===== src/rtl/bcd_to_bin.sv =====
// Sequential packed-BCD to binary converter (reverse double dabble).
// One bit leaves the BCD digits per cycle; digits >= 8 are corrected by -3 after every shift.
module bcd_to_bin #(
   parameter int DIGITS = 4,
   parameter int DEC_4  = 4,
   parameter int BIN_W  = 14
) (
   input  logic                    clk,
   input  logic                    rst,
   input  logic                    start,
   input  logic [DIGITS*DEC_4-1:0] bcd_in,
   output logic                    busy,
   output logic                    done,
   output logic                    invalid,
   output logic [BIN_W-1:0]        bin_out
);

   localparam int BCD_W = DIGITS * DEC_4;
   localparam int CW    = (BIN_W > 1) ? $clog2(BIN_W) : 1;
   localparam logic [CW-1:0] CNT_LAST = CW'(BIN_W - 1);

   localparam logic [1:0] S_IDLE  = 2'd0;
   localparam logic [1:0] S_SHIFT = 2'd1;
   localparam logic [1:0] S_DONE  = 2'd2;

   if (DEC_4 != 4) begin : g_dec_chk
      $fatal(1, "bcd_to_bin: DEC_4 must be 4");
   end

   if ((64'd1 << BIN_W) <= (64'(10 ** DIGITS) - 64'd1)) begin : g_width_chk
      $fatal(1, "bcd_to_bin: BIN_W too small to hold 10^DIGITS-1");
   end

   function automatic logic has_bad_digit(input logic [BCD_W-1:0] v);
      logic bad;
      bad = 1'b0;
      for (int i = 0; i < DIGITS; i++) begin
         bad = bad | (v[i*DEC_4 +: 4] > 4'd9);
      end
      return bad;
   endfunction

   function automatic logic [BCD_W-1:0] digit_correct(input logic [BCD_W-1:0] v);
      logic [BCD_W-1:0] r;
      logic [3:0]       d;
      r = v;
      for (int i = 0; i < DIGITS; i++) begin
         d = v[i*DEC_4 +: 4];
         r[i*DEC_4 +: 4] = (d >= 4'd8) ? (d - 4'd3) : d;
      end
      return r;
   endfunction

   logic [1:0]       state_q, state_d;
   logic [BCD_W-1:0] bcd_q, bcd_d;
   logic [BIN_W-1:0] bin_q, bin_d;
   logic [CW-1:0]    cnt_q, cnt_d;
   logic [BIN_W-1:0] bin_out_q, bin_out_d;
   logic             invalid_q, invalid_d;
   logic             busy_q, busy_d;
   logic             done_q, done_d;
   logic [BCD_W-1:0] shifted_bcd_s;
   logic [BIN_W-1:0] shifted_bin_s;

   // Next-state logic: accept requests in IDLE/DONE, run one shift-and-correct step per SHIFT cycle.
   always_comb begin
      state_d       = state_q;
      bcd_d         = bcd_q;
      bin_d         = bin_q;
      cnt_d         = cnt_q;
      bin_out_d     = bin_out_q;
      invalid_d     = invalid_q;
      shifted_bcd_s = digit_correct({1'b0, bcd_q[BCD_W-1:1]});
      shifted_bin_s = {bcd_q[0], bin_q[BIN_W-1:1]};
      case (state_q)
         S_IDLE, S_DONE: begin
            if (start) begin
               if (has_bad_digit(bcd_in)) begin
                  state_d   = S_DONE;
                  invalid_d = 1'b1;
                  bin_out_d = {BIN_W{1'b0}};
               end else begin
                  state_d   = S_SHIFT;
                  bcd_d     = bcd_in;
                  bin_d     = {BIN_W{1'b0}};
                  cnt_d     = {CW{1'b0}};
                  invalid_d = 1'b0;
               end
            end else begin
               state_d = S_IDLE;
            end
         end
         S_SHIFT: begin
            bcd_d = shifted_bcd_s;
            bin_d = shifted_bin_s;
            cnt_d = cnt_q + {{(CW-1){1'b0}}, 1'b1};
            if (cnt_q == CNT_LAST) begin
               bin_out_d = shifted_bin_s;
               state_d   = S_DONE;
            end else begin
               state_d = S_SHIFT;
            end
         end
         default: begin
            state_d = S_IDLE;
         end
      endcase
      busy_d = (state_d == S_SHIFT);
      done_d = (state_d == S_DONE);
   end

   // State, work register and registered outputs; reset aborts any conversion in flight.
   always_ff @(posedge clk or negedge rst) begin
      if (!rst) begin
         state_q   <= S_IDLE;
         bcd_q     <= {BCD_W{1'b0}};
         bin_q     <= {BIN_W{1'b0}};
         cnt_q     <= {CW{1'b0}};
         bin_out_q <= {BIN_W{1'b0}};
         invalid_q <= 1'b0;
         busy_q    <= 1'b0;
         done_q    <= 1'b0;
      end else begin
         state_q   <= state_d;
         bcd_q     <= bcd_d;
         bin_q     <= bin_d;
         cnt_q     <= cnt_d;
         bin_out_q <= bin_out_d;
         invalid_q <= invalid_d;
         busy_q    <= busy_d;
         done_q    <= done_d;
      end
   end

   assign busy    = busy_q;
   assign done    = done_q;
   assign invalid = invalid_q;
   assign bin_out = bin_out_q;

endmodule


===== config.mk =====
export PLATFORM = sky130hd
export DESIGN_NAME = bcd_to_bin
export DESIGN_NICKNAME = d
export VERILOG_FILES = /design/src/rtl/bcd_to_bin.sv
export SDC_FILE = /design/constraint.sdc
export NUM_CORES = 1
export LEC_CHECK = 0
export BUFFER_PORTS_ARGS = -buffer_cell sky130_fd_sc_hd__buf_2
export CORE_UTILIZATION = 60
export CTS_BUF_LIST = sky130_fd_sc_hd__clkbuf_16
export DETAILED_ROUTE_END_ITERATION = 8
export GPL_ROUTABILITY_DRIVEN = 1
export PLACE_DENSITY = 0.89
export SYNTH_ARGS = -nofsm -noshare
export SYNTH_HDL_FRONTEND = slang
export SYNTH_SLANG_ARGS = --single-unit

===== constraint.sdc =====
create_clock -name clk -period 3.2 [get_ports clk]
set_input_delay 0.16 -clock clk [delete_from_list [all_inputs] [get_ports clk]]
set_output_delay 0.16 -clock clk [all_outputs]
set_load 0.01 [all_outputs]

=== Yosys cells after proc, flatten, opt, wreduce, memory -nomap -nowiden ===
Index checks and enable logic that the tools add are counted.

* Register bits after elaboration: 53
* Input port bits: 19
* Output and inout port bits: 17
* Logic and storage cells: 58

* $add $sub $neg: 4
* Magnitude comparators: 7
* Equality and inequality tests: 9
* Multiplexer cells: 21
* Bitwise logic cells: 3
* Reduce and logical (&&, ||, !) cells: 6

{| class="wikitable"
|+ Operator list
! cell !! number
|-
| $mux 14 || 5
|-
| $pmux 14 s2 || 2
|-
| $mux 16 || 2
|-
| $pmux 16 s2 || 1
|-
| $mux 4 || 5
|-
| $gt 4x4->1 const B || 4
|-
| $ge 4x4->1 const B || 3
|-
| $sub 4x2->4 const B || 3
|-
| $ne 2x2->1 const B || 4
|-
| $pmux 4 s2 || 1
|-
| $mux 2 || 3
|-
| $add 4x1->4 const B || 1
|-
| $eq 2x1->1 const B || 2
|-
| $eq 2x2->1 const B || 2
|-
| $eq 4x4->1 const B || 1
|-
| $pmux 2 s2 || 1
|-
| $reduce_and 4->1 || 1
|-
| $or 1x1->1 || 3
|-
| $reduce_and 3->1 || 1
|-
| $logic_not 2->1 || 1
|-
| $reduce_and 2->1 || 1
|-
| $reduce_bool 2->1 || 1
|-
| $reduce_or 2->1 || 1
|-
| $mux 1 || 1
|}

=== Logic depth before layout (Yosys ltp) ===
* Depth after elaboration: 8
* Depth in mapped cells: 7
* Depth with buffers taken out: 6

=== Worst setup path after synthesis ===
No wires, ideal clock.

* Path type: flip-flop to flip-flop
* Start: register cnt_q[1]
* End: register bin_out_q[0] (netlist: bin_out[0])
* Setup time: 0.121 ns
* Data arrival time: 1.313 ns
* Data required time: 3.079 ns
* Slack: 1.766 ns
* Cell stages (with the launch flop): 8
* Buffers on the path: 1
* Period minus slack after synthesis: 1.434 ns
* Path through: dfrtp_1 -> inv_1 -> ha_1 -> nand3_1 -> nor2_2 -> a21oi_4 -> buf_4 -> a22o_1

* Cells in the longest elaborated chain, start to end: 3

{| class="wikitable"
|+ RTL lines
! element !! RTL line !! source
|-
| start, declared || 57 || <nowiki>logic [CW-1:0] cnt_q, cnt_d;</nowiki>
|-
| start signal, assigned || 118 || <nowiki>cnt_q <= {CW{1'b0}};</nowiki>
|-
| start signal, assigned || 127 || <nowiki>cnt_q <= cnt_d;</nowiki>
|-
| $eq 4x4->1 || 97 || <nowiki>if (cnt_q == CNT_LAST) begin</nowiki>
|-
| $ne 2x2->1 (no line) || -- ||
|-
| $reduce_and 4->1 (no line) || -- ||
|-
| end signal, assigned || 119 || <nowiki>bin_out_q <= {BIN_W{1'b0}};</nowiki>
|-
| end signal, assigned || 128 || <nowiki>bin_out_q <= bin_out_d;</nowiki>
|-
| end, declared || 58 || <nowiki>logic [BIN_W-1:0] bin_out_q, bin_out_d;</nowiki>
|}

No other way between the ends.
A chain may end at the register's enable or synchronous reset.

=== Worst setup path after layout ===
* Start: register state_q[0]
* End: register bcd_q[5]

* Cells in the longest elaborated chain, start to end: 4
* Elaborated cells on any way between the ends: 9
* Those cells by class: 4 x eq/ne; 1 x mux; 4 x reduce/logical

{| class="wikitable"
|+ RTL lines
! element !! RTL line !! source
|-
| start, declared || 54 || <nowiki>logic [1:0] state_q, state_d;</nowiki>
|-
| start signal, assigned || 124 || <nowiki>state_q <= state_d;</nowiki>
|-
| $eq 2x2->1 / $logic_not 2->1 (equally long branches) || 75 || <nowiki>case (state_q)</nowiki>
|-
| $reduce_or 2->1 || 75 ||
|-
| $ne 2x2->1 (no line) / $reduce_bool 2->1 (equally long branches) || -- ||
|-
| $reduce_and 3->1 (no line) || -- ||
|-
| end signal, assigned || 116 || <nowiki>bcd_q <= {BCD_W{1'b0}};</nowiki>
|-
| end, declared || 55 || <nowiki>logic [BCD_W-1:0] bcd_q, bcd_d;</nowiki>
|}

Several ways; a longest one is shown, not always the timed one.

==> flow_summary_export.csv <==
group,metric,value,unit
hold_path,worst_hold_path_type,"in2async",
placement,dp_hpwl,3141,microns
routing,drtPass1Iterations,4,
pwr,cell_int_power,1.543,mW
global_route,global_route.usage.met2,43.75,%
layout,mostFrequentLayoutCells,"52 x sky130_fd_sc_hd__dfrtp_1, 35 x sky130_fd_sc_hd__buf_2, 27 x sky130_fd_sc_hd__a22o_1, 14 x sky130_fd_sc_hd__nor2_1, 11 x sky130_fd_sc_hd__inv_1",
synthesis,synth_edf_count,0,
synthesis,synth_top_area_share,54.88,%
worst_setup_path,critical_path_required,3.37,ns
sta,fmax,0.4901,GHz
global_route,grt_first_pass_wirelength,8342,microns
layout,filler_cell_count_in_the_final_layout,278,
clocking,cts.sink_count,52,
synthesis,top_cells_by_area_in_the_synthesized_netlist,"sky130_fd_sc_hd__dfrtp_1 55%, sky130_fd_sc_hd__a22o_1 10%, sky130_fd_sc_hd__ha_1 4.2%, sky130_fd_sc_hd__a221o_1 2.5%, sky130_fd_sc_hd__nor2_1 2.2%",
flow_run,maxCapViolations,0,
clocking,cts_post_setup_buffers_inserted,0,
worst_setup_path,reg2reg_depth,3,
sta,finalMaxSlewViolations,0,
synthesis,synthesis.nets,224,
layout,post_route_cells_drive_above_1_share,22.71,%
clocking,cts_tree,"built",
placement,gp_congestion,0.8158,
pwr,p_switching,873.3,uW
sta,totalNegativeSetupSlack,0,ns
layout,layout.nets,255,
global_route,use_met1,35.56,%
worst_setup_path,crit_path_end,"bcd_q[5]",
clocking,worstSkewPairLatency,0.28,ns
worst_setup_path,crit_chain,"nor2b_1 > a21oi_4 > a221o_1",
run_status,outcome,"completed",
layout,flow.area_growth_from_synthesis,12.51,%
worst_setup_path,critical_path.startpoint,"state_q[0]",
synthesis,synthArstFlopShare,100.0,%
worst_setup_path,end_kind,"register",
sta,timing.hold.ws,0.08726,ns
pwr,powerDensity,905.7,nW/um^2
synthesis,synthesis.instances,197,
worst_setup_path,cp-start-kind,"register",
clocking,post_cts_hold_buffer_count,0,
floorplanning,fp.dieArea,4207,sq um
pwr,p_clk_share,20.6,%
synthesis,synth_sequential_area_ratio,54.88,%
synthesis,ff_latch_count_synth,52,
clocking,h_tree_depth_reported_by_cts,2,
clocking,post_cts.resized_instances,0,
worst_setup_path,worstPathBufferInverterCount,0,
clocking,max-clock-path-buffers,2,
floorplanning,initial_utilization,63.80,%
worst_setup_path,reg2reg_from,"state_q[0]",
layout,mostFrequentLayoutCell,"sky130_fd_sc_hd__dfrtp_1",
routing,drt_iter0_markers,196,
worst_setup_path,worst_path_dominant_cell_family,"compound AO/OA/AOI/OAI gates",
routing,postRouteWirelength,4990,microns
global_route,grt_overflow,0,
worst_setup_path,slowest_stage,"sky130_fd_sc_hd__nor2b_1",
synthesis,syn_area,2371,sq um
clocking,root_buffer,"sky130_fd_sc_hd__clkbuf_16",
floorplanning,fp-row-count,22,
routing,detail_route.wl_per_cell,18.01,microns
pwr,leakage,1.335,nW
global_route,antenna_found_initial,0,
placement,place.port_buffers,35,
clocking,cts_inserted_buffers,5,
global_route,busiest_layer,"met2",
sta,period_minus_slack,2.041,ns
pwr,pwr-share-comb,33.8,%
worst_setup_path,worst_ep_arrival_time,2.21,ns
global_route,first_global_vias,1718,
synthesis,synth_top_flop_cell,"sky130_fd_sc_hd__dfrtp_1",
worst_setup_path,critPathKind,"reg2reg",
worst_setup_path,max_stage_delay_on_crit_path,0.74,ns
sta,setup-violations-final,0,
pwr,p_sw_share,36.15,%
floorplanning,io-pin-count,36,
worst_setup_path,cp_max_fo,23,
global_route,grt_util_met3,5.986,%
sta,timing.final.hold_violations,0,
sta,final.period_utilization,63.77,%
pwr,p_seq_share,45.5,%
floorplanning,die_width,64.86,microns
worst_setup_path,r2r_end,"bcd_q[5]",
sta,finalClockSkew,0.002862,ns
clocking,clkSlewWorstSetupHoldPaths,0.06,ns
global_route,pin_count_of_the_biggest_net_entering_global_routing,53,
routing,routed-via-count,1721,
sta,slew-limit-headroom,26.17,%
sta,max_slew.worst_pin.slew,1.107,ns
synthesis,yosys_warnings,0,
worst_setup_path,path_depth,3,
pwr,vdd.ir_drop.worst,0.4781,mV
synthesis,syn-mean-instance-area,12.04,sq um
global_route,globalRouteTotalUtil,26.90,%
routing,final_antenna_net_count,0,
floorplanning,floorplan.core_area,3716,sq um
worst_setup_path,worst-r2r-setup-slack,1.16,ns
routing,drc,0,
layout,antenna_cells,0,
sta,grt_setup_unrepaired,"no",
synthesis,post-synth-top-area-cell,"sky130_fd_sc_hd__dfrtp_1",
routing,post_drt_via_cell_ratio,6.213,
floorplanning,die_height,64.86,microns
synthesis,yosys.cell_types.count,39,
-- synthesized netlist by cell type (3+ instances only) --
library cell and number:
sky130_fd_sc_hd__nand3_1 3, sky130_fd_sc_hd__nor2_1 14, sky130_fd_sc_hd__a221o_1 6, sky130_fd_sc_hd__a31oi_1 5, sky130_fd_sc_hd__buf_2 3, sky130_fd_sc_hd__o21ai_2 3, sky130_fd_sc_hd__inv_1 9, sky130_fd_sc_hd__a22oi_1 6
sky130_fd_sc_hd__buf_4 5, sky130_fd_sc_hd__a21oi_1 5, sky130_fd_sc_hd__a22o_1 27, sky130_fd_sc_hd__o21ai_1 3, sky130_fd_sc_hd__xnor2_1 6, sky130_fd_sc_hd__o21ai_0 4, sky130_fd_sc_hd__ha_1 8, sky130_fd_sc_hd__nor2b_1 4
sky130_fd_sc_hd__mux2i_1 3, sky130_fd_sc_hd__nand2_1 4, sky130_fd_sc_hd__dfrtp_1 52
-- power groups by stage --
| stage | clock network (mW) | logic [mW] | registers (mW) |
|---|---|---|---|
| global route | 0.535 | 0.909 | 1.13 |
| floorplan | 0 | 0.666 | 1.05 |
| detailed placement | 0 | 0.801 | 1.10 |
| finish | 0.499 | 0.818 | 1.10 |
| CTS | 0.503 | 0.817 | 1.10 |
| global placement | 0 | 0.765 | 1.09 |
-- worst reg2reg max path: stages (launching register included) --
cell	delay [ns]
sky130_fd_sc_hd__dfrtp_1	0.44
sky130_fd_sc_hd__nor2b_1	0.74
sky130_fd_sc_hd__a21oi_4	0.36
sky130_fd_sc_hd__a221o_1	0.39
-- stage by stage --
stage / cell area, sq um / worst slack, ns / utilization, % / total power [mW] / std cells
floorplan: 2371 / 1.766 / - / 1.715 / 197
global placement: 2531 / 1.203 / 68.11 / 1.858 / 269
detailed placement: 2531 / 1.134 / 68.11 / 1.899 / 269
CTS: 2668 / 1.130 / 71.78 / 2.417 / 277
global route: 2668 / 0.9914 / 71.78 / 2.573 / 277
finish: 2668 / 1.159 / 71.78 / 2.416 / 277
-- layer usage --
layer / wire (microns) / share of wire, % / up-vias
met2: 2471 / 50 / 64
met5: 0 / 0 / -
met3: 286 / 5.7 / 9
li1: - / - / 781
met1: 2145 / 43 / 867
met4: 87 / 1.7 / 0
-- sequential cells by signal (all words and copies together), names as in the netlist --
| signal | flops |
|---|---|
| bcd_q | 16 |
| bin_out | 14 |
| bin_q | 13 |
| busy | 1 |
| cnt_q | 4 |
| done | 1 |
| invalid | 1 |
| state_q | 2 |
-- worst min path at each step --
stage,end,slack [ns]
after floorplan,bcd_q[0],-0.14
after global placement,bcd_q[4],0.39
after detailed placement,bcd_q[0],0.40
after CTS,bcd_q[4],0.10
after global routing,bcd_q[4],0.12
final,bcd_q[3],0.09
-- kinds of logic (layout without fill, tap and decap cells) --
logic type	after synthesis	after routing	share of synthesized area, %
xor+xnor	7	7	2.586
compound gates	70	70	24.33
flops	52	52	54.88
mux	4	4	1.741
buf+inv	23	55	5.224
simple gates	33	33	7.018
fa+ha+maj	8	8	4.222
-- final cells by class --
type | count | area, sq um | share of cell area, %
multi-input combinational | 122 | 945.9 | 35.46
timing repair buffer | 36 | 182.7 | 6.848
clock inverter | 3 | 11.26 | 0.4221
tap | 48 | 60.06 | 2.251
clock buffer | 5 | 125.1 | 4.690
sequential | 52 | 1301 | 48.78
inverter | 11 | 41.29 | 1.548
No activity file was read; power rests on OpenSTA's default activity.
